--- src/rtl/pckys_game_pkg.sv ---
// Shared types and constants for the pckys reaction game.
package pckys_game_pkg;

   typedef enum logic [2:0] {
      IDLE   = 3'd0,
      ARMED  = 3'd1,
      GO     = 3'd2,
      RESULT = 3'd3,
      WIN    = 3'd4
   } state_t;

   // 7-seg patterns, {dp,g,f,e,d,c,b,a}, active-high
   localparam logic [7:0] SEG_0     = 8'h3F;
   localparam logic [7:0] SEG_1     = 8'h06;
   localparam logic [7:0] SEG_2     = 8'h5B;
   localparam logic [7:0] SEG_3     = 8'h4F;
   localparam logic [7:0] SEG_4     = 8'h66;
   localparam logic [7:0] SEG_DASH  = 8'h40;
   localparam logic [7:0] SEG_BLANK = 8'h00;
   localparam logic [7:0] SEG_ALL   = 8'h7F;
   localparam logic [7:0] SEG_F     = 8'h71;
   localparam logic [7:0] SEG_DP    = 8'h80;

   // Fibonacci LFSR x^16 + x^14 + x^13 + x^11 + 1
   localparam logic [15:0] LFSR_SEED = 16'hACE1;
   localparam logic [15:0] LFSR_TAPS = 16'hB400;

   function automatic logic [15:0] lfsr_next(input logic [15:0] cur);
      return {cur[14:0], ^(cur & LFSR_TAPS)};
   endfunction

   // Player number (1-based) to digit; anything else shows '0'
   function automatic logic [7:0] seg_digit(input logic [2:0] n);
      case (n)
         3'd1:    return SEG_1;
         3'd2:    return SEG_2;
         3'd3:    return SEG_3;
         3'd4:    return SEG_4;
         default: return SEG_0;
      endcase
   endfunction

endpackage

--- src/rtl/pckys_debounce.sv ---
// Synchroniser, debouncer and rising-edge pulse for one button input.
// A press gives one pulse DEBOUNCE_CYCLES+3 cycles after the raw rise.
module pckys_debounce #(
   parameter int DEBOUNCE_CYCLES = 16
) (
   input  logic clk,
   input  logic rst_n,
   input  logic ena,
   input  logic raw_in,
   output logic pulse_out
);

   localparam int CW = $clog2(DEBOUNCE_CYCLES + 1);
   localparam logic [CW-1:0] CNT_LAST = CW'(DEBOUNCE_CYCLES - 1);

   logic          sync1_q, sync1_d;
   logic          sync2_q, sync2_d;
   logic          stable_q, stable_d;
   logic          stable_dly_q, stable_dly_d;
   logic          pulse_q, pulse_d;
   logic [CW-1:0] cnt_q, cnt_d;

   // accept the synchronised level once it has differed from the stable one long enough
   always_comb begin
      sync1_d      = raw_in;
      sync2_d      = sync1_q;
      stable_d     = stable_q;
      stable_dly_d = stable_q;
      pulse_d      = stable_q & ~stable_dly_q;
      cnt_d        = cnt_q;
      if (sync2_q == stable_q) begin
         cnt_d = '0;
      end else if (cnt_q == CNT_LAST) begin
         stable_d = sync2_q;
         cnt_d    = '0;
      end else begin
         cnt_d = cnt_q + 1'b1;
      end
   end

   // state registers, frozen while ena is low
   always_ff @(posedge clk or negedge rst_n) begin
      if (!rst_n) begin
         sync1_q      <= 1'b0;
         sync2_q      <= 1'b0;
         stable_q     <= 1'b0;
         stable_dly_q <= 1'b0;
         pulse_q      <= 1'b0;
         cnt_q        <= '0;
      end else if (ena) begin
         sync1_q      <= sync1_d;
         sync2_q      <= sync2_d;
         stable_q     <= stable_d;
         stable_dly_q <= stable_dly_d;
         pulse_q      <= pulse_d;
         cnt_q        <= cnt_d;
      end
   end

   assign pulse_out = pulse_q;

endmodule

--- src/rtl/pckys_reaction_game.sv ---
// N-player reaction game core with tt_um pin set.
//
// state  | meaning
// IDLE   | '-' shown, waiting for start
// ARMED  | blank, random delay running; a press here is a false start
// GO     | all segments lit, first press wins, react time counting
// RESULT | winner digit / '0' / 'F' held for RESULT_TICKS
// WIN    | match winner digit with dp, start returns to IDLE
module pckys_reaction_game
   import pckys_game_pkg::*;
#(
   parameter int PLAYERS         = 4,
   parameter int TICK_DIV        = 10000,
   parameter int DEBOUNCE_CYCLES = 16,
   parameter int WAIT_MIN        = 500,
   parameter int WAIT_MASK       = 1023,
   parameter int GO_TIMEOUT      = 2000,
   parameter int RESULT_TICKS    = 1000,
   parameter int ROUNDS_TO_WIN   = 5
) (
   input  logic       clk,
   input  logic       rst_n,
   input  logic       ena,
   input  logic [7:0] ui_in,
   input  logic [7:0] uio_in,
   output logic [7:0] uo_out,
   output logic [7:0] uio_out,
   output logic [7:0] uio_oe
);

   localparam int SW       = $clog2(ROUNDS_TO_WIN + 1);
   localparam int PW       = $clog2(PLAYERS);
   localparam int TKW      = $clog2(TICK_DIV + 1);
   localparam int WAIT_MAX = WAIT_MIN + WAIT_MASK;
   localparam int T_MAX0   = (WAIT_MAX > GO_TIMEOUT) ? WAIT_MAX : GO_TIMEOUT;
   localparam int T_MAX    = (T_MAX0 > RESULT_TICKS) ? T_MAX0 : RESULT_TICKS;
   localparam int TW       = $clog2(T_MAX + 1);

   localparam logic [TKW-1:0] TICK_LAST   = TKW'(TICK_DIV - 1);
   localparam logic [TW-1:0]  WAIT_MIN_T  = TW'(WAIT_MIN);
   localparam logic [15:0]    WAIT_MASK_V = 16'(WAIT_MASK);
   localparam logic [TW-1:0]  GO_LAST     = TW'(GO_TIMEOUT - 1);
   localparam logic [TW-1:0]  RESULT_LAST = TW'(RESULT_TICKS - 1);
   localparam logic [SW-1:0]  SCORE_MAX   = SW'(ROUNDS_TO_WIN);

   logic [PLAYERS:0]             btn_pulse;
   logic                         tick;
   logic                         p_hit;
   logic [PW-1:0]                p_idx;
   logic [2:0]                   p_num;
   logic                         any_won;
   logic [TW-1:0]                rand_wait;

   state_t                       state_q, state_d;
   logic [PLAYERS-1:0][SW-1:0]   score_q, score_d;
   logic [2:0]                   winner_q, winner_d;
   logic [TW-1:0]                wait_cnt_q, wait_cnt_d;
   logic [7:0]                   react_cnt_q, react_cnt_d;
   logic [TKW-1:0]               tick_cnt_q, tick_cnt_d;
   logic [15:0]                  lfsr_q, lfsr_d;
   logic [7:0]                   uo_q, uo_d;
   logic [7:0]                   uio_q, uio_d;

   logic                         unused_ok;
   assign unused_ok = &{1'b0, uio_in, ui_in[7:PLAYERS+1]};

   for (genvar i = 0; i <= PLAYERS; i++) begin : g_btn
      pckys_debounce #(.DEBOUNCE_CYCLES(DEBOUNCE_CYCLES)) u_db (
         .clk       (clk),
         .rst_n     (rst_n),
         .ena       (ena),
         .raw_in    (ui_in[i]),
         .pulse_out (btn_pulse[i])
      );
   end

   assign tick      = (tick_cnt_q == '0);
   assign rand_wait = WAIT_MIN_T + TW'(lfsr_q & WAIT_MASK_V);
   assign p_num     = 3'(p_idx) + 3'd1;

   // lowest-numbered pressing player wins a same-cycle tie
   always_comb begin
      p_hit = 1'b0;
      p_idx = '0;
      for (int i = PLAYERS - 1; i >= 0; i--) begin
         if (btn_pulse[i+1]) begin
            p_hit = 1'b1;
            p_idx = PW'(i);
         end
      end
   end

   // match is over once any player holds the winning score
   always_comb begin
      any_won = 1'b0;
      for (int i = 0; i < PLAYERS; i++) begin
         if (score_q[i] == SCORE_MAX) any_won = 1'b1;
      end
   end

   // next-state, score, timer and display logic
   always_comb begin
      lfsr_d      = lfsr_next(lfsr_q);
      tick_cnt_d  = tick ? TICK_LAST : tick_cnt_q - 1'b1;
      state_d     = state_q;
      score_d     = score_q;
      winner_d    = winner_q;
      wait_cnt_d  = wait_cnt_q;
      react_cnt_d = react_cnt_q;
      uo_d        = uo_q;
      uio_d       = uio_q;
      case (state_q)
         IDLE: begin
            if (btn_pulse[0]) begin
               state_d    = ARMED;
               wait_cnt_d = rand_wait;
               uo_d       = SEG_BLANK;
            end
         end
         ARMED: begin
            if (p_hit) begin
               if (score_q[p_idx] != '0) score_d[p_idx] = score_q[p_idx] - 1'b1;
               winner_d   = 3'd0;
               uo_d       = SEG_F;
               uio_d      = {5'd0, p_num};
               wait_cnt_d = RESULT_LAST;
               state_d    = RESULT;
            end else if (tick) begin
               if (wait_cnt_q == '0) begin
                  state_d     = GO;
                  react_cnt_d = 8'd0;
                  wait_cnt_d  = GO_LAST;
                  uo_d        = SEG_ALL;
               end else begin
                  wait_cnt_d = wait_cnt_q - 1'b1;
               end
            end
         end
         GO: begin
            if (p_hit) begin
               if (score_q[p_idx] != SCORE_MAX) score_d[p_idx] = score_q[p_idx] + 1'b1;
               winner_d   = p_num;
               uo_d       = seg_digit(p_num);
               uio_d      = react_cnt_q;
               wait_cnt_d = RESULT_LAST;
               state_d    = RESULT;
            end else if (tick) begin
               if (react_cnt_q != 8'hFF) react_cnt_d = react_cnt_q + 8'd1;
               if (wait_cnt_q == '0) begin
                  winner_d   = 3'd0;
                  uo_d       = SEG_0;
                  uio_d      = 8'hFF;
                  wait_cnt_d = RESULT_LAST;
                  state_d    = RESULT;
               end else begin
                  wait_cnt_d = wait_cnt_q - 1'b1;
               end
            end
         end
         RESULT: begin
            if (tick) begin
               if (wait_cnt_q != '0) begin
                  wait_cnt_d = wait_cnt_q - 1'b1;
               end else if (any_won) begin
                  state_d = WIN;
                  uo_d    = seg_digit(winner_q) | SEG_DP;
               end else begin
                  state_d    = ARMED;
                  wait_cnt_d = rand_wait;
                  uo_d       = SEG_BLANK;
               end
            end
         end
         WIN: begin
            if (btn_pulse[0]) begin
               state_d  = IDLE;
               score_d  = '0;
               winner_d = 3'd0;
               uio_d    = 8'd0;
               uo_d     = SEG_DASH;
            end
         end
         default: state_d = IDLE;
      endcase
   end

   // all game state, frozen while ena is low
   always_ff @(posedge clk or negedge rst_n) begin
      if (!rst_n) begin
         state_q     <= IDLE;
         score_q     <= '0;
         winner_q    <= 3'd0;
         wait_cnt_q  <= '0;
         react_cnt_q <= 8'd0;
         tick_cnt_q  <= '0;
         lfsr_q      <= LFSR_SEED;
         uo_q        <= SEG_DASH;
         uio_q       <= 8'd0;
      end else if (ena) begin
         state_q     <= state_d;
         score_q     <= score_d;
         winner_q    <= winner_d;
         wait_cnt_q  <= wait_cnt_d;
         react_cnt_q <= react_cnt_d;
         tick_cnt_q  <= tick_cnt_d;
         lfsr_q      <= lfsr_d;
         uo_q        <= uo_d;
         uio_q       <= uio_d;
      end
   end

   assign uo_out  = uo_q;
   assign uio_out = uio_q;
   assign uio_oe  = 8'hFF;

endmodule

--- config.mk ---
export PLATFORM = sky130hd
export DESIGN_NAME = pckys_reaction_game
export DESIGN_NICKNAME = d
export VERILOG_FILES = /design/src/rtl/pckys_game_pkg.sv /design/src/rtl/pckys_debounce.sv /design/src/rtl/pckys_reaction_game.sv
export SDC_FILE = /design/constraint.sdc
export NUM_CORES = 1
export LEC_CHECK = 0
export BUFFER_PORTS_ARGS = -buffer_cell sky130_fd_sc_hd__buf_2
export CAP_MARGIN = 10
export CORE_ASPECT_RATIO = 1.75
export CORE_MARGIN = 2
export CORE_UTILIZATION = 32
export DETAILED_ROUTE_END_ITERATION = 10
export GPL_TIMING_DRIVEN = 0
export SYNTH_ARGS = -nofsm -noshare
export SYNTH_HDL_FRONTEND = slang
export SYNTH_SLANG_ARGS = --single-unit
--- constraint.sdc ---
create_clock -name clk -period 3.4 [get_ports clk]
set_input_delay 0.17 -clock clk [delete_from_list [all_inputs] [get_ports clk]]
set_output_delay 0.17 -clock clk [all_outputs]
set_load 0.1 [all_outputs]
## Word level (Yosys, flattened, before mapping)

Cells that the tools add are included.

- $lt $le $gt $ge: 2
- Bitwise logic cells: 15
- Eq/ne operators: 47
- Reductions and logical operators: 22
- Add/sub/neg operators: 12
- Multiplexer cells: 89

Operators with widths:

| operator | number |
|---|---|
| 2-to-1 mux 8 bit | 21 |
| 2-to-1 mux 11 bit | 10 |
| 2-to-1 mux 12 bit | 5 |
| case mux 7 bit (4 select lines) | 2 |
| 2-to-1 mux 3 bit | 17 |
| 2-to-1 mux 5 bit | 10 |
| case mux 11 bit (4 select lines) | 1 |
| case mux 8 bit (5 select lines) | 1 |
| case mux 12 bit (3 select lines) | 1 |
| adder 5 x 1 -> 5 bit (second input constant) | 5 |
| equality test 5 x 4 -> 1 bit (second input constant) | 5 |
| bitwise mux 12 bit | 2 |
| inequality test 2 bit (second input constant) | 12 |
| case mux 8 bit (3 select lines) | 1 |
| equality test 3 bit (second input constant) | 7 |
| equality test 3 x 2 -> 1 bit (second input constant) | 6 |
| inequality test 3 bit (second input constant) | 6 |
| case mux 8 bit (2 select lines) | 1 |
| XOR reduction 16 bit | 1 |
| case mux 3 bit (5 select lines) | 1 |
| AND reduction 3 bit | 5 |
| zero test 14 bit | 1 |
| 2-to-1 mux 14 bit | 1 |
| AND reduction 7 bit | 2 |
| other kinds (32) | 63 |

- Bits in registers: 133
- Output and inout bits: 24
- Bits of input ports: 19
- Word-level logic and storage cells: 229

## Depth between registers and ports, before layout

- Word-level depth: 12
- Mapped depth: 12
- Depth with buffers taken out: 11

## Cells and area by module

A second synthesis with hierarchy kept.

- Cell total of the unflattened synthesis: 705
- Area, all modules: 7268.2 um2

Modules (own cells, without submodules):

| module | cells an instance | times used | seq. area each (um2) | area an instance (um2) |
|---|---|---|---|---|
| pckys_reaction_game | 515 | 1 | 2088.3 | 4872.2 |
| pckys_debounce | 38 | 5 | 250.2 | 479.2 |

## Worst setup path after synthesis

OpenSTA, ideal clock, no wires.

- Path type: register to register
- From: reg g_btn[3].u_db.pulse_q
- To: reg (tool-made name)
- Arrival: 2.635 ns
- Setup time: 0.122 ns
- Period minus slack after synthesis: 2.757 ns
- Stages on the path, launching flop included: 12
- Data required time: 3.278 ns
- Setup slack: 0.643 ns
- Buffers on the path: 1
- Path through: dfrtp_1 > o21ai_1 > mux2i_1 > mux2i_1 > inv_1 > ha_1 > nand2_1 > nor3_1 > a311oi_1 > clkbuf_1 > o21ai_0 > a32o_1

RTL lines:

| element | RTL line | source |
|---|---|---|
| start: declaration | pckys_debounce.sv:20 | `logic pulse_q, pulse_d;` |
| start signal: assignment | pckys_debounce.sv:55 | `pulse_q <= pulse_d;` |

## Worst setup path in the final report

- From: reg wait_cnt_q[0]
- To: reg uo_q[6] (netlist: uo_out[6])

- Cells in the longest elaborated chain, start to end: 3
- Elaborated cells between the ends (all ways): 6
- Classes of those cells: 3 x eq/ne; 3 x reduce/logical

Ends and longest elaborated chain:

| element | RTL line | source |
|---|---|---|
| start: declaration | pckys_reaction_game.sv:57 | `logic [TW-1:0] wait_cnt_q, wait_cnt_d;` |
| start signal: assignment | pckys_reaction_game.sv:203 | `wait_cnt_q <= wait_cnt_d;` |
| zero test 11 bit / nonzero test 11 bit (equally long branches) | pckys_reaction_game.sv:129, pckys_reaction_game.sv:149, pckys_reaction_game.sv:162 |  |
| inequality test 3 bit (no line) / inequality test 2 bit (equally long branches) | - |  |
| AND reduction 10 bit (no line) * | - |  |
| end signal: assignment | pckys_reaction_game.sv:207 | `uo_q <= uo_d;` |
| end: declaration | pckys_reaction_game.sv:61 | `logic [7:0] uo_q, uo_d;` |

Every way passes the cells marked *; elsewhere a longest branch is shown, timed or not.
A chain may end at the register's enable or synchronous reset.

==> impl_metrics.toml <==
[timing]
setup_viol = 0
hold_ws_ps = 208
slew_headroom_pct = 31.0
worstMarginPinSlew_ps = 1020
rsz0062_at_grt = "false"
fmax_mhz = 324
finalMaxSlewViolations = 0
clock_skew_ps = 11.7
setup_tns_ps = 0
fin_crit_sh_pct = 90.8
finalHoldViolCount = 0
post-route-min-period_ps = 3090

[synth]
synth_seq_cells = 133
yosys-top-cells-area = "dfrtp_1, mux2_2, o21ai_0"
synth_flop_cell = "dfrtp_1"
ys_types = 68
synth_edf_count = 0
synth_xor_area_share_pct = 3.13
ys_async_sr_fraction_pct = 100
synth-compound-area-share_pct = 18.1
synth_top_area_cell = "dfrtp_1"
syn_area_per_cell_sq_um = 9.78
synth-simple-area-share_pct = 14.9
synth_top_area_share_pct = 42.7
ys_seq_area_share_pct = 46.0
synth_mux_area_share_pct = 9.58
synth-warning-count = 0
syn-cell-area_sq_um = 7260
synth_fa_ha_area_share_pct = 3.44
syn_inst = 743
synth_top_family_by_area = "compound AO/OA/AOI/OAI gates"

[floorplanning]
io_pins = 43
core_sq_um = 22500
die-area_sq_um = 24000
initial_core_util_pct = 32.3
core.rowCount = 73
dieHeight_microns = 203
die_w_microns = 118

[route]
route.vias.total = 5871
avgViaCountPerCell = 5.28
drtPass1Iterations = 5
dr.first_iter.drc_count = 380
finalWirelength_microns = 18400
ant_nets = 0
drc = 0
post_drt_wl_per_cell_microns = 16.6

[critical_path]
endpoint_kind = "flop"
worstPathRequired_ps = 3750
cp.arrival_ps = 3440
cp_max_fo = 10
worstReg2RegStart = "wait_cnt_q[0]"
cp-start-kind = "flop"
r2r_cells = 9
r2r_slack_ps = 310
critical_path_class = "reg -> reg"
timing.rr.end = "uo_out[6]"

[cells_and_area]
final_cell_mix = "dfrtp_1, o21ai_0, nor2_1"
final_util_pct = 37.8
nets = 837
seqCellArea_sq_um = 3340
final_cells = 1111
multi_input_area_sq_um = 3630
final_common_cell = "dfrtp_1"
areaGrowthSynthToFinish_pct = 17.1
drive_above_1_share_pct = 16.4
fillCellCount = 2287
antennaDiodeCount = 0

[pwr]
peakVddDrop_mv = 0.388
power.total_mw = 5.67
p_leak_nw = 3.60
power_density_nw_per_um2 = 667

[clock_tree]
clk_pin_slew_ps = 60
postCtsSetupBuffers = 0
cts.htree.levels = 4
clock_latency_ps = 430
cts_buffer_depth = 2
cts_sinks = 133
clockRootBuffer = "clkbuf_16"
cts_inserted_buffers = 17
cts_tree = "done"

[global_route]
grt_pass1_vias = 6055
grt_max_degree = 96
grt_overflow_total = 0
antenna_found_initial = 0
grt_pass1_wl_microns = 30500
gr-usage-all-layers_pct = 15.8

[place]
gp_congestion = 0.877
io_buffers = 22
dp_cells = 1073
place_hpwl_microns = 13400

[run]
drv_cap = 0

[min_path]
worstHoldPathType = "in -> async"

[outcome]
status = "complete, no violations"
## registers in the layout (all words and copies together), names as in the netlist, named ones only
signal	cells
g_btn.u_db.cnt_q	25
g_btn.u_db.pulse_out	5
g_btn.u_db.stable_dly_d	5
g_btn.u_db.stable_dly_q	5
g_btn.u_db.sync1_q	5
g_btn.u_db.sync2_q	5
lfsr_q	16
react_cnt_q	8
score_q	4
state_q	3
tick_cnt_q	14
uio_out	8
uo_out	8
wait_cnt_q	11
winner_q	3
## cell usage after synthesis, drive strengths merged (10+ instances only)
cell / count
nand2b: 11
o22ai: 11
buf: 19
o21ai: 75
nor2: 44
mux2i: 20
a31oi: 16
inv: 41
nand3: 31
mux2: 42
or3: 13
nor3: 13
a21oi: 41
nand2: 42
xnor2: 16
ha: 20
dfrtp: 124
xor2: 10
clkbuf: 23
## metal layers
metal / track usage (%) / routed length [microns] / vias up
li1: - / - / 2799
met2: 29.8 / 10000 / 127
met1: 16.0 / 7020 / 2894
met4: 9.85 / 925 / 0
met5: 0 / 0 / -
met3: 2.57 / 469 / 51
## through the flow
step / setup slack [ps] / area [sq um]
3_5_place_dp: -221 / 7810
5_1_grt: 36.2 / 8500
3_3_place_gp: -144 / 7780
6_report: 313 / 8500
4_1_cts: 17.5 / 8480
2_1_floorplan: 643 / 7290
## worst max path at each step
| stage | start | end | slack [ps] | cells after the start |
|---|---|---|---|---|
| after detailed placement | g_btn[4].u_db.pulse_out | flop | -220 | 11 |
| after CTS | g_btn[3].u_db.pulse_out | flop | 20 | 12 |
| final | wait_cnt_q[0] | uo_out[6] | 310 | 9 |
| after floorplan | g_btn[3].u_db.pulse_out | flop | 640 | 11 |
| after global routing | g_btn[1].u_db.pulse_out | flop | 40 | 12 |
| after global placement | g_btn[4].u_db.pulse_out | flop | -140 | 11 |
## worst max-delay path, stage by stage (launching register included)
cell and delay, ps:
dfrtp_1 400, inv_1 80, ha_1 230, or4b_1 530
nor4_4 440, nor3b_2 250, a211oi_2 450, clkbuf_1 400
nor2_1 90, a21oi_1 140
## repair_timing
| action | 4_1_cts | 5_1_grt |
|---|---|---|
| resized for setup | 2 | 6 |
| endpoints found under the hold margin | 43 | 0 |
| endpoints found under the setup margin | 10 | 20 |
| hold buffers | 6 | 0 |
## final cells by class
| cell class | count | share of cell area (%) |
|---|---|---|
| repair buffers | 29 | 2.40 |
| clock buffers | 20 | 5.25 |
| plain buffers | 42 | 2.30 |
| well taps | 300 | 4.41 |
| clock inverters | 12 | 1.84 |
| multi-input cells | 534 | 42.7 |
| flip-flops and latches | 133 | 39.3 |
| inverters | 41 | 1.81 |
## kinds of logic after synthesis
logic type | Yosys count
XOR/XNOR | 26
adder cells (fa/ha/maj) | 20
flip-flops | 133
other | 1
AO/OA/AOI/OAI | 210
buffers and inverters | 83
AND/OR/NAND/NOR | 207
multiplexers | 63
## power breakdown
part	switching, mW	leakage, nW	internal (mW)
Clock	0.739	0.294	1.17
Combinational	1.02	1.61	0.517
Sequential	0.296	1.69	1.93
Total	2.05	3.60	3.62
Note: power is estimated with default switching activity, not from simulation.
